[src/rtl/gecko_register_commit_if.sv]
`default_nettype none
// ============================================================================
// Module      : gecko_register_commit_if
// Description : Writeback and reservation handshakes into the commit stage.
// Revision    : 1.0 - initial release
// ============================================================================
interface gecko_register_commit_if;
  logic        wb_valid;
  logic        wb_ready;
  logic [31:0] wb_value;
  logic [4:0]  wb_addr;
  logic        wb_speculative;
  logic        wb_jump_flag;
  logic        reserve_valid;
  logic        reserve_ready;
  logic [4:0]  reserve_addr;

  modport master (
    output wb_valid, wb_value, wb_addr, wb_speculative, wb_jump_flag,
    output reserve_valid, reserve_addr,
    input  wb_ready, reserve_ready
  );

  modport slave (
    input  wb_valid, wb_value, wb_addr, wb_speculative, wb_jump_flag,
    input  reserve_valid, reserve_addr,
    output wb_ready, reserve_ready
  );
endinterface
`default_nettype wire

[src/rtl/gecko_register_commit.sv]
`default_nettype none
// ============================================================================
// Module      : gecko_register_commit
// Description : Commits writeback results to the 32x32 register file, tracks
//               per-register write reservations and holds one speculative
//               result until its branch resolves. Optional macro
//               GECKO_COMMIT_BYPASS_EN forwards same-cycle commits to reads.
// Revision    : 1.0 - initial release
// ============================================================================
module gecko_register_commit #(
  parameter int unsigned RESERVE_WIDTH = 2
) (
  input  logic                   clk,
  input  logic                   rst,
  gecko_register_commit_if.slave bus,
  input  logic                   spec_commit,
  input  logic                   spec_flush,
  input  logic [4:0]             rs1_addr,
  input  logic [4:0]             rs2_addr,
  output logic [31:0]            rs1_value,
  output logic [31:0]            rs2_value,
  output logic                   rs1_ready,
  output logic                   rs2_ready,
  output logic [31:0]            retired_count,
  output logic [31:0]            jump_count,
  output logic                   underflow_err
);
  localparam logic [RESERVE_WIDTH-1:0] c_cnt_max = '1;

  logic                     en_q;
  logic [31:0]              regs_q [32];
  logic [31:0]              regs_d [32];
  logic [RESERVE_WIDTH-1:0] cnt_q [32];
  logic [RESERVE_WIDTH-1:0] cnt_d [32];
  logic                     hold_valid_q, hold_valid_d;
  logic [4:0]               hold_addr_q, hold_addr_d;
  logic [31:0]              hold_value_q, hold_value_d;
  logic                     hold_jump_q, hold_jump_d;
  logic [31:0]              retired_q, retired_d;
  logic [31:0]              jumps_q, jumps_d;
  logic                     underflow_q, underflow_d;

  logic                     wb_fire, res_fire;
  logic                     wr_en, wr_jump, rel_en;
  logic [4:0]               wr_addr, rel_addr;
  logic [31:0]              wr_value;

  // Handshakes stay low until the first clock after reset release.
  assign bus.wb_ready      = en_q && !hold_valid_q;
  assign bus.reserve_ready = en_q && ((bus.reserve_addr == 5'd0) ||
                                      (cnt_q[bus.reserve_addr] != c_cnt_max));
  assign wb_fire  = bus.wb_valid && bus.wb_ready;
  assign res_fire = bus.reserve_valid && bus.reserve_ready;

  // At most one commit/release per cycle: wb is stalled while the hold is full.
  always_comb begin
    wr_en    = 1'b0;
    wr_addr  = 5'd0;
    wr_value = 32'd0;
    wr_jump  = 1'b0;
    rel_en   = 1'b0;
    rel_addr = 5'd0;
    if (hold_valid_q && spec_flush) begin
      rel_en   = 1'b1;
      rel_addr = hold_addr_q;
    end else if (hold_valid_q && spec_commit) begin
      wr_en    = 1'b1;
      wr_addr  = hold_addr_q;
      wr_value = hold_value_q;
      wr_jump  = hold_jump_q;
      rel_en   = 1'b1;
      rel_addr = hold_addr_q;
    end else if (wb_fire && !bus.wb_speculative) begin
      wr_en    = 1'b1;
      wr_addr  = bus.wb_addr;
      wr_value = bus.wb_value;
      wr_jump  = bus.wb_jump_flag;
      rel_en   = 1'b1;
      rel_addr = bus.wb_addr;
    end
  end

  always_comb begin
    regs_d       = regs_q;
    cnt_d        = cnt_q;
    hold_valid_d = hold_valid_q;
    hold_addr_d  = hold_addr_q;
    hold_value_d = hold_value_q;
    hold_jump_d  = hold_jump_q;
    retired_d    = retired_q;
    jumps_d      = jumps_q;
    underflow_d  = underflow_q;

    if (wr_en && (wr_addr != 5'd0)) regs_d[wr_addr] = wr_value;
    if (wr_en) begin
      retired_d = retired_q + 32'd1;
      if (wr_jump) jumps_d = jumps_q + 32'd1;
    end

    // x0 is skipped: its counter is pinned at zero.
    for (int i = 1; i < 32; i++) begin
      if (res_fire && (bus.reserve_addr == i[4:0]) && !(rel_en && (rel_addr == i[4:0]))) begin
        cnt_d[i] = cnt_q[i] + 1'b1;
      end else if (rel_en && (rel_addr == i[4:0]) && !(res_fire && (bus.reserve_addr == i[4:0]))) begin
        if (cnt_q[i] == '0) underflow_d = 1'b1;
        else                cnt_d[i]    = cnt_q[i] - 1'b1;
      end
    end

    if (hold_valid_q && (spec_flush || spec_commit)) hold_valid_d = 1'b0;
    if (wb_fire && bus.wb_speculative) begin
      hold_valid_d = 1'b1;
      hold_addr_d  = bus.wb_addr;
      hold_value_d = bus.wb_value;
      hold_jump_d  = bus.wb_jump_flag;
    end
  end

  always_comb begin
    rs1_value = (rs1_addr == 5'd0) ? 32'd0 : regs_q[rs1_addr];
    rs2_value = (rs2_addr == 5'd0) ? 32'd0 : regs_q[rs2_addr];
    rs1_ready = (cnt_q[rs1_addr] == '0);
    rs2_ready = (cnt_q[rs2_addr] == '0);
`ifdef GECKO_COMMIT_BYPASS_EN
    if (wr_en && (wr_addr == rs1_addr) && (rs1_addr != 5'd0)) begin
      rs1_value = wr_value;
      rs1_ready = (cnt_d[rs1_addr] == '0);
    end
    if (wr_en && (wr_addr == rs2_addr) && (rs2_addr != 5'd0)) begin
      rs2_value = wr_value;
      rs2_ready = (cnt_d[rs2_addr] == '0);
    end
`endif
  end

  always_ff @(posedge clk or negedge rst) begin
    if (!rst) begin
      en_q         <= 1'b0;
      regs_q       <= '{default: '0};
      cnt_q        <= '{default: '0};
      hold_valid_q <= 1'b0;
      hold_addr_q  <= 5'd0;
      hold_value_q <= 32'd0;
      hold_jump_q  <= 1'b0;
      retired_q    <= 32'd0;
      jumps_q      <= 32'd0;
      underflow_q  <= 1'b0;
    end else begin
      en_q         <= 1'b1;
      regs_q       <= regs_d;
      cnt_q        <= cnt_d;
      hold_valid_q <= hold_valid_d;
      hold_addr_q  <= hold_addr_d;
      hold_value_q <= hold_value_d;
      hold_jump_q  <= hold_jump_d;
      retired_q    <= retired_d;
      jumps_q      <= jumps_d;
      underflow_q  <= underflow_d;
    end
  end

  assign retired_count = retired_q;
  assign jump_count    = jumps_q;
  assign underflow_err = underflow_q;
endmodule
`default_nettype wire

[src/flat_wrapper.sv]
// flat-port wrapper written by rule: the top's interface ports become plain ports
module gecko_register_commit_flat 
#(
  parameter int unsigned RESERVE_WIDTH = 2
)
  (clk, rst, spec_commit, spec_flush, rs1_addr, rs2_addr, rs1_value, rs2_value, rs1_ready, rs2_ready, retired_count, jump_count, underflow_err, bus_wb_valid, bus_wb_value, bus_wb_addr, bus_wb_speculative, bus_wb_jump_flag, bus_reserve_valid, bus_reserve_addr, bus_wb_ready, bus_reserve_ready);
  gecko_register_commit_if bus_i ();
  input  logic clk;
  input  logic rst;
  input  logic spec_commit;
  input  logic spec_flush;
  input  logic [4:0] rs1_addr;
  input  logic [4:0] rs2_addr;
  output logic [31:0] rs1_value;
  output logic [31:0] rs2_value;
  output logic rs1_ready;
  output logic rs2_ready;
  output logic [31:0] retired_count;
  output logic [31:0] jump_count;
  output logic underflow_err;
  input wire logic [$bits(bus_i.wb_valid)-1:0] bus_wb_valid;
  input wire logic [$bits(bus_i.wb_value)-1:0] bus_wb_value;
  input wire logic [$bits(bus_i.wb_addr)-1:0] bus_wb_addr;
  input wire logic [$bits(bus_i.wb_speculative)-1:0] bus_wb_speculative;
  input wire logic [$bits(bus_i.wb_jump_flag)-1:0] bus_wb_jump_flag;
  input wire logic [$bits(bus_i.reserve_valid)-1:0] bus_reserve_valid;
  input wire logic [$bits(bus_i.reserve_addr)-1:0] bus_reserve_addr;
  output wire logic [$bits(bus_i.wb_ready)-1:0] bus_wb_ready;
  output wire logic [$bits(bus_i.reserve_ready)-1:0] bus_reserve_ready;
  assign bus_i.wb_valid = bus_wb_valid;
  assign bus_i.wb_value = bus_wb_value;
  assign bus_i.wb_addr = bus_wb_addr;
  assign bus_i.wb_speculative = bus_wb_speculative;
  assign bus_i.wb_jump_flag = bus_wb_jump_flag;
  assign bus_i.reserve_valid = bus_reserve_valid;
  assign bus_i.reserve_addr = bus_reserve_addr;
  assign bus_wb_ready = bus_i.wb_ready;
  assign bus_reserve_ready = bus_i.reserve_ready;
  gecko_register_commit #(.RESERVE_WIDTH(RESERVE_WIDTH)) u_core (.clk(clk), .rst(rst), .bus(bus_i), .spec_commit(spec_commit), .spec_flush(spec_flush), .rs1_addr(rs1_addr), .rs2_addr(rs2_addr), .rs1_value(rs1_value), .rs2_value(rs2_value), .rs1_ready(rs1_ready), .rs2_ready(rs2_ready), .retired_count(retired_count), .jump_count(jump_count), .underflow_err(underflow_err));
endmodule
[config.mk]
export PLATFORM = sky130hd
export DESIGN_NAME = gecko_register_commit_flat
export DESIGN_NICKNAME = d
export VERILOG_FILES = /design/src/rtl/gecko_register_commit_if.sv /design/src/rtl/gecko_register_commit.sv /design/src/flat_wrapper.sv
export SDC_FILE = /design/constraint.sdc
export NUM_CORES = 2
export LEC_CHECK = 0
export CORE_MARGIN = 4
export CORE_UTILIZATION = 55
export DETAILED_ROUTE_END_ITERATION = 8
export GPL_TIMING_DRIVEN = 0
export PLACE_DENSITY = 0.76
export SYNTH_ARGS = -nofsm -noshare
export SYNTH_HDL_FRONTEND = slang
export SYNTH_SLANG_ARGS = --single-unit
[constraint.sdc]
create_clock -name clk -period 6.8 [get_ports clk]
set_input_delay 1.02 -clock clk [delete_from_list [all_inputs] [get_ports clk]]
set_output_delay 1.02 -clock clk [all_outputs]
set_load 0.005 [all_outputs]
* After elaboration in Yosys (flattened, before gate mapping)
Index checks and enable logic that the tools add are counted.
** Cells by class
- Add/subtract/negate cells :: 64
- Magnitude comparators :: 5
- Eq/ne operators :: 94
- Multiplexer cells :: 222
- Bitwise gates (word level) :: 4
- Reductions and logical operators :: 302
** Operator list (number)
- $bwmux 1024 :: 1
- $bmux 32 s5 :: 2
- $mux 32 :: 10
- $mux 2 :: 99
- $demux 32 s5 :: 1
- $eq 5x5->1 const B :: 32
- $logic_and 1x1->1 :: 135
- $mux 1 :: 102
- $eq 5x4->1 const B :: 16
- $logic_not 2->1 :: 33
- $add 32x1->32 const B :: 2
- $logic_not 1->1 :: 64
- $reduce_and 2->1 :: 32
- $reduce_bool 2->1 :: 32
- $add 2x1->2 const B :: 31
- $ne 2x1->1 const B :: 31
- $sub 2x1->2 const B :: 31
- $eq 5x3->1 const B :: 8
- $bmux 2 s5 :: 3
- $ge 6x6->1 const B :: 4
- $not 5->6 :: 4
- $eq 5x2->1 const B :: 4
- $mux 5 :: 4
- $logic_not 5->1 :: 3
- other kinds (5) :: 7
** Word-level totals
- Register bits after elaboration :: 1191
- Output and inout bits :: 133
- Logic and storage cells :: 762

* Logic depth before layout (Yosys ltp)
- Depth after elaboration :: 103
- Mapped depth :: 15
- Mapped depth without buffers :: 11

* Worst setup path before layout
Ideal clock, no wire load.
- Path kind :: input port to flip-flop
- Start :: input port bus_reserve_addr[0]
- End :: register u_core.underflow_q (netlist: u_core.underflow_err)
- Setup time :: 0.131 ns
- Data arrival time :: 3.896 ns
- Required time :: 6.669 ns
- Slack :: 2.773 ns
- Stages on the path :: 12
- Buffers on the path :: 3
- Cells stage by stage :: buf_6 -> buf_8 -> mux4_2 -> mux4_2 -> o21a_2 -> buf_6 -> or3_1 -> ha_1 -> nor4b_1 -> nor4_1 -> nand4_1 -> or3_1
** On the way
- Cells in the longest elaborated chain, start to end :: 103
- Elaborated cells on any way between the ends :: 256
- Those cells by class :: eq/ne (32); mux (95); bitwise (1); reduce/logical (128)
** RTL lines
- start: declaration :: line flat_wrapper.sv:27 : input wire logic [$bits(bus_i.reserve_addr)-1:0] bus_reserve_addr;
- $not 5->6 (not written as such) :: line gecko_register_commit.sv:51 : (cnt_q[bus.reserve_addr] != c_cnt_max));
- $bmux 2 s5 :: line gecko_register_commit.sv:51
- $mux 2 (not written as such) (2 in a row) :: line gecko_register_commit.sv:51
- $ne 2x2->1 :: line gecko_register_commit.sv:51
- $logic_or 1x1->1 :: line gecko_register_commit.sv:50 : assign bus.reserve_ready = en_q && ((bus.reserve_addr == 5'd0) ||
- $logic_and 1x1->1 :: line gecko_register_commit.sv:50
- $logic_and 1x1->1 :: line gecko_register_commit.sv:53 : assign res_fire = bus.reserve_valid && bus.reserve_ready;
- $logic_and 1x1->1 :: line gecko_register_commit.sv:102, gecko_register_commit.sv:104
- [87 not listed]
- $mux 1 :: line gecko_register_commit.sv:102 : if (res_fire && (bus.reserve_addr == i[4:0]) && !(rel_en && (rel_addr == i[4:0]))) begin
- $mux 1 :: line gecko_register_commit.sv:105 : if (cnt_q[i] == '0) underflow_d = 1'b1;
- $mux 1 :: line gecko_register_commit.sv:104 : end else if (rel_en && (rel_addr == i[4:0]) && !(res_fire && (bus.reserve_addr == i[4:0]))) begin
- $mux 1 :: line gecko_register_commit.sv:102
- $mux 1 :: line gecko_register_commit.sv:105
- $mux 1 :: line gecko_register_commit.sv:104
- $mux 1 (*) :: line gecko_register_commit.sv:102
- via u_core.underflow_d :: line gecko_register_commit.sv:41 : logic underflow_q, underflow_d;
- end signal: assignment :: line gecko_register_commit.sv:158 : underflow_q <= underflow_d;
- end: declaration :: line gecko_register_commit.sv:41
The timed path passes the listed nets; every way through them passes the cells marked *. The select of a mux whose other input is x is not followed.
A chain may end at the register's enable or synchronous reset.

* Final worst setup path
- Start :: input port rs2_addr[1]
- End :: output port rs2_value[15]
** On the way
- Cells in the longest elaborated chain, start to end :: 5
- Elaborated cells on any way between the ends :: 6
- Those cells by class :: mux (4); bitwise (1); reduce/logical (1)
** RTL lines
- start: declaration :: line flat_wrapper.sv:13 : input logic [4:0] rs2_addr;
- $not 5->6 (not written as such) :: line gecko_register_commit.sv:121 : rs2_value = (rs2_addr == 5'd0) ? 32'd0 : regs_q[rs2_addr];
- $bmux 32 s5 :: line gecko_register_commit.sv:121
- $mux 32 (not written as such) (2 in a row) :: line gecko_register_commit.sv:121
- $mux 32 (*) :: line gecko_register_commit.sv:121
- end: declaration :: line flat_wrapper.sv:15 : output logic [31:0] rs2_value;
Every way passes the cells marked *; elsewhere a longest branch is shown, timed or not. The select of a mux whose other input is x is not followed.

==> results.md <==
- Total gr overflow: 0
- Worst Tran Pin Value: 1.46 ns
- Layout Cell Area excl Fill: 72,800 um^2
- Final Cycle Share: 102%
- Total number of yosys warnings: 0
- Post-route minimum period: 6.97 ns
- PortBufs: 183
- Vias in the first global route: 52,000
- ANT nets after route: 0
- Final #Nets: 5,675
- Clock power frac: 42.6%
- Failing checks: setup timing
- CTS tree: built
- Worst EP arrival: 5.95 ns
- Post-Syn Nets: 5,350
- Die ar.: 122,000 um^2
- Total number of vias: 51,800
- TritonCTS Sinks: 1,191
- Die X: 350 um
- FF-to-FF path depth: 13
- Hold Crit Class: in2async
- H-tree Lvls: 4
- # rows: 125
- Die Ht: 350 um
- Hold Fails Final Rpt: 0
- Slew headroom: 2.82%
- PD cells: 242 nW/um^2
- Top Ports: 193
- CP max FO: 10
- Synth Flop Type: dfrtp_1
- Status: finished, violations left
- Global-route wire length before repair: 344,000 um
- Biggest area consumer among synthesized cells: dfrtp_1
- Post-synth EDFFs: 0
- Longest Clk Path Bufs: 3
- Critical Path RT: 5.78 ns
- Initial antenna violation count: 12
- WHS: 0.173 ns
- Netlist Area Pre-Place: 64,300 um^2
- Slew Viols, Final: 0
- Yosys cell types: 64
- Iter 0 DRT Violations: 8,380
- Fmax: 144 MHz
- Cts bufs inserted: 132
- RSZ-0062 raised after global routing: false
- Final HPWL DP: 163,000 um
- Commonest non-fill, non-tap cell in the layout: dfrtp_1
- Via/cell ratio: 7.20
- Hold-fix buffers, CTS: 0
- Peak supply drop: 315 uV
- Worst setup path start: rs2_addr[1]
- Pin count of the biggest net entering global routing: 183
- Async SR Flop Fraction: 100%
- Startpoint types: input pin
- Worst Clk Skew: 0.0348 ns
- GRT Resource Usage Total: 39.0%
- Drt total wl: 238,000 um
- TNS Setup: -0.493 ns
- Final setup fails: 12
- Max-Cap Viols: 0
- Synthesis-to-finish area growth: 13.2%
- Root Buffer: clkbuf_16
- DP Area: 68,300 um^2
- Sequential share of power: 44.9%
- Register clock-pin slew on the reported worst setup and hold paths: 0.05 ns
- Switching Share: 27.4%
- Worst Setup End Kind: output port
- Final setup margin: -0.168 ns
- Number of cells produced by synthesis: 5,226
- Int Pwr: 12.8 mW
- Worst-Skew Late Latency: 0.77 ns
- Combinational power share: 12.5%
- Layout cell share with drive strength beyond 1: 25.4%
- DRT Pass-1 Iters: 9
- Seq/Total Area, Yosys: 46.4%
- Most frequent cells in the layout: dfrtp_1 (1,191), nand2_1 (805), o21ai_0 (717)
- Net switching power: 4.81 mW
- Syn_area_per_cell: 12.3 um^2
- R2r startpoint: u_core.hold_valid_q$_DFFE_PN0P_
- Core ar.: 116,000 um^2
- DR WL/cell: 33.1 um
- Synth top area cells: dfrtp_1 (46%), mux4_2 (23%), mux2_2 (7.6%)
- Power, Total: 17.6 mW
- Initial Utilization: 55.4%
- Drc violations: 0
- GP Congestion: 0.989
- Crit Path Category: in2out
- Pleak: 30.9 nW
- Yosys top cell area share: 46.4%
- Synth Register Bits: 1,191
[power groups by stage]
stage	Clock (mW)	Sequential [mW]	Combinational (mW)
after floorplan	0	7.88	1.28
after global placement	0	8.01	2.06
after detailed placement	0	8.00	2.13
after CTS	7.44	7.88	2.14
after global routing	7.77	7.94	2.32
final	7.49	7.90	2.20
[registers in the layout (all words and copies together), names as in the netlist]
register	flops
u_core.hold_addr_q	5
u_core.underflow_err	1
u_core.jump_count	32
u_core.en_q	1
u_core.hold_jump_q	1
u_core.regs_q	1024
u_core.retired_count	32
u_core.cnt_q	62
u_core.hold_valid_q	1
u_core.hold_value_q	32
[worst max-delay path, stage by stage]
cell             delay (ns)
clkdlybuf4s50_1        0.62
buf_2                  0.44
clkbuf_1               0.98
clkbuf_1               0.91
mux4_2                 0.44
mux4_2                 0.46
nand2_1                0.09
o21ai_0                0.36
clkdlybuf4s50_1        0.59
[final timing paths]
| check | endpoint | slack (ns) |
|---|---|---|
| max | rs2_value[15] | -0.17 |
| min | u_core.cnt_q[51]$_DFFE_PN0P_ | 0.17 |
| max reg2reg | u_core.underflow_err$_DFF_PN0_ | 2.09 |
| min reg2reg | u_core.regs_q[1022]$_DFFE_PN0P_ | 0.48 |
| max in group asynchronous | u_core.regs_q[233]$_DFFE_PN0P_ | 4.57 |
| min in group clk | u_core.regs_q[1022]$_DFFE_PN0P_ | 0.48 |
[per-stage QoR]
| step | worst slack, ns | util, % | instances |
|---|---|---|---|
| after CTS | 0.127 | 62.7 | 7177 |
| after global routing | 0.0450 | 62.7 | 7183 |
| final | -0.168 | 62.7 | 7189 |
| after floorplan | 2.77 | - | 5226 |
| after detailed placement | 0.187 | 58.8 | 6940 |
| after global placement | -49.33 | 58.6 | 6933 |
[cell type report]
cell class / count / area [um^2]
repair buffers: 191 / 2060
clock inverters: 40 / 526
well taps: 1524 / 1910
plain buffers: 460 / 1910
multi-input cells: 3453 / 32100
clock buffers: 197 / 3920
fillers: 8792 / 43300
flip-flops and latches: 1191 / 29800
diodes: 11 / 27.5
inverters: 122 / 458
[cell families after synthesis]
family	synth area share [%]
xor+xnor	0.845
fa+ha+maj	1.25
other cells	0.00583
mux	31.6
buf+inv	3.67
flops	46.4
compound gates	7.44
simple gates	8.84
[synthesized netlist by cell type, drive strengths merged (2+ instances only)]
cell and number:
dfrtp 1191, nand2 806, o21ai 727, mux4 662
mux2 432, clkbuf 318, buf 142, nor2 129
inv 122, a21oi 71, nor3 65, ha 64
mux2i 52, xnor2 51, nand3 43, nand4 41
and2 40, or3 35, a22o 34, nor2b 33
nor4b 21, o22ai 21, nor3b 19, or2 13
a31oi 12, xor2 11, and3 9, and4 8
nor4 7, nand2b 6, o211ai 6, o21a 4
a211o 3, a32oi 3, a221oi 2, a22oi 2
nand3b 2, nand4b 2, o311a 2, o31ai 2
o41ai 2
[metal layers]
metal	routed length, um	up-vias	track usage [%]	share of wire, %
met3	36400	1276	16.8	15
met5	434	-	1.45	0.18
met2	103000	4606	56.1	43
met1	79200	25900	47.9	33
met4	19700	20	26.2	8.3
li1	-	19900	-	-
[what timing repair did]
item,in CTS,in global routing
endpoints found under the hold margin,0,0
setup endpoints to repair,0,3
resized for setup,0,3
buffers inserted,0,0
Note: power is estimated with default switching activity, not from simulation.
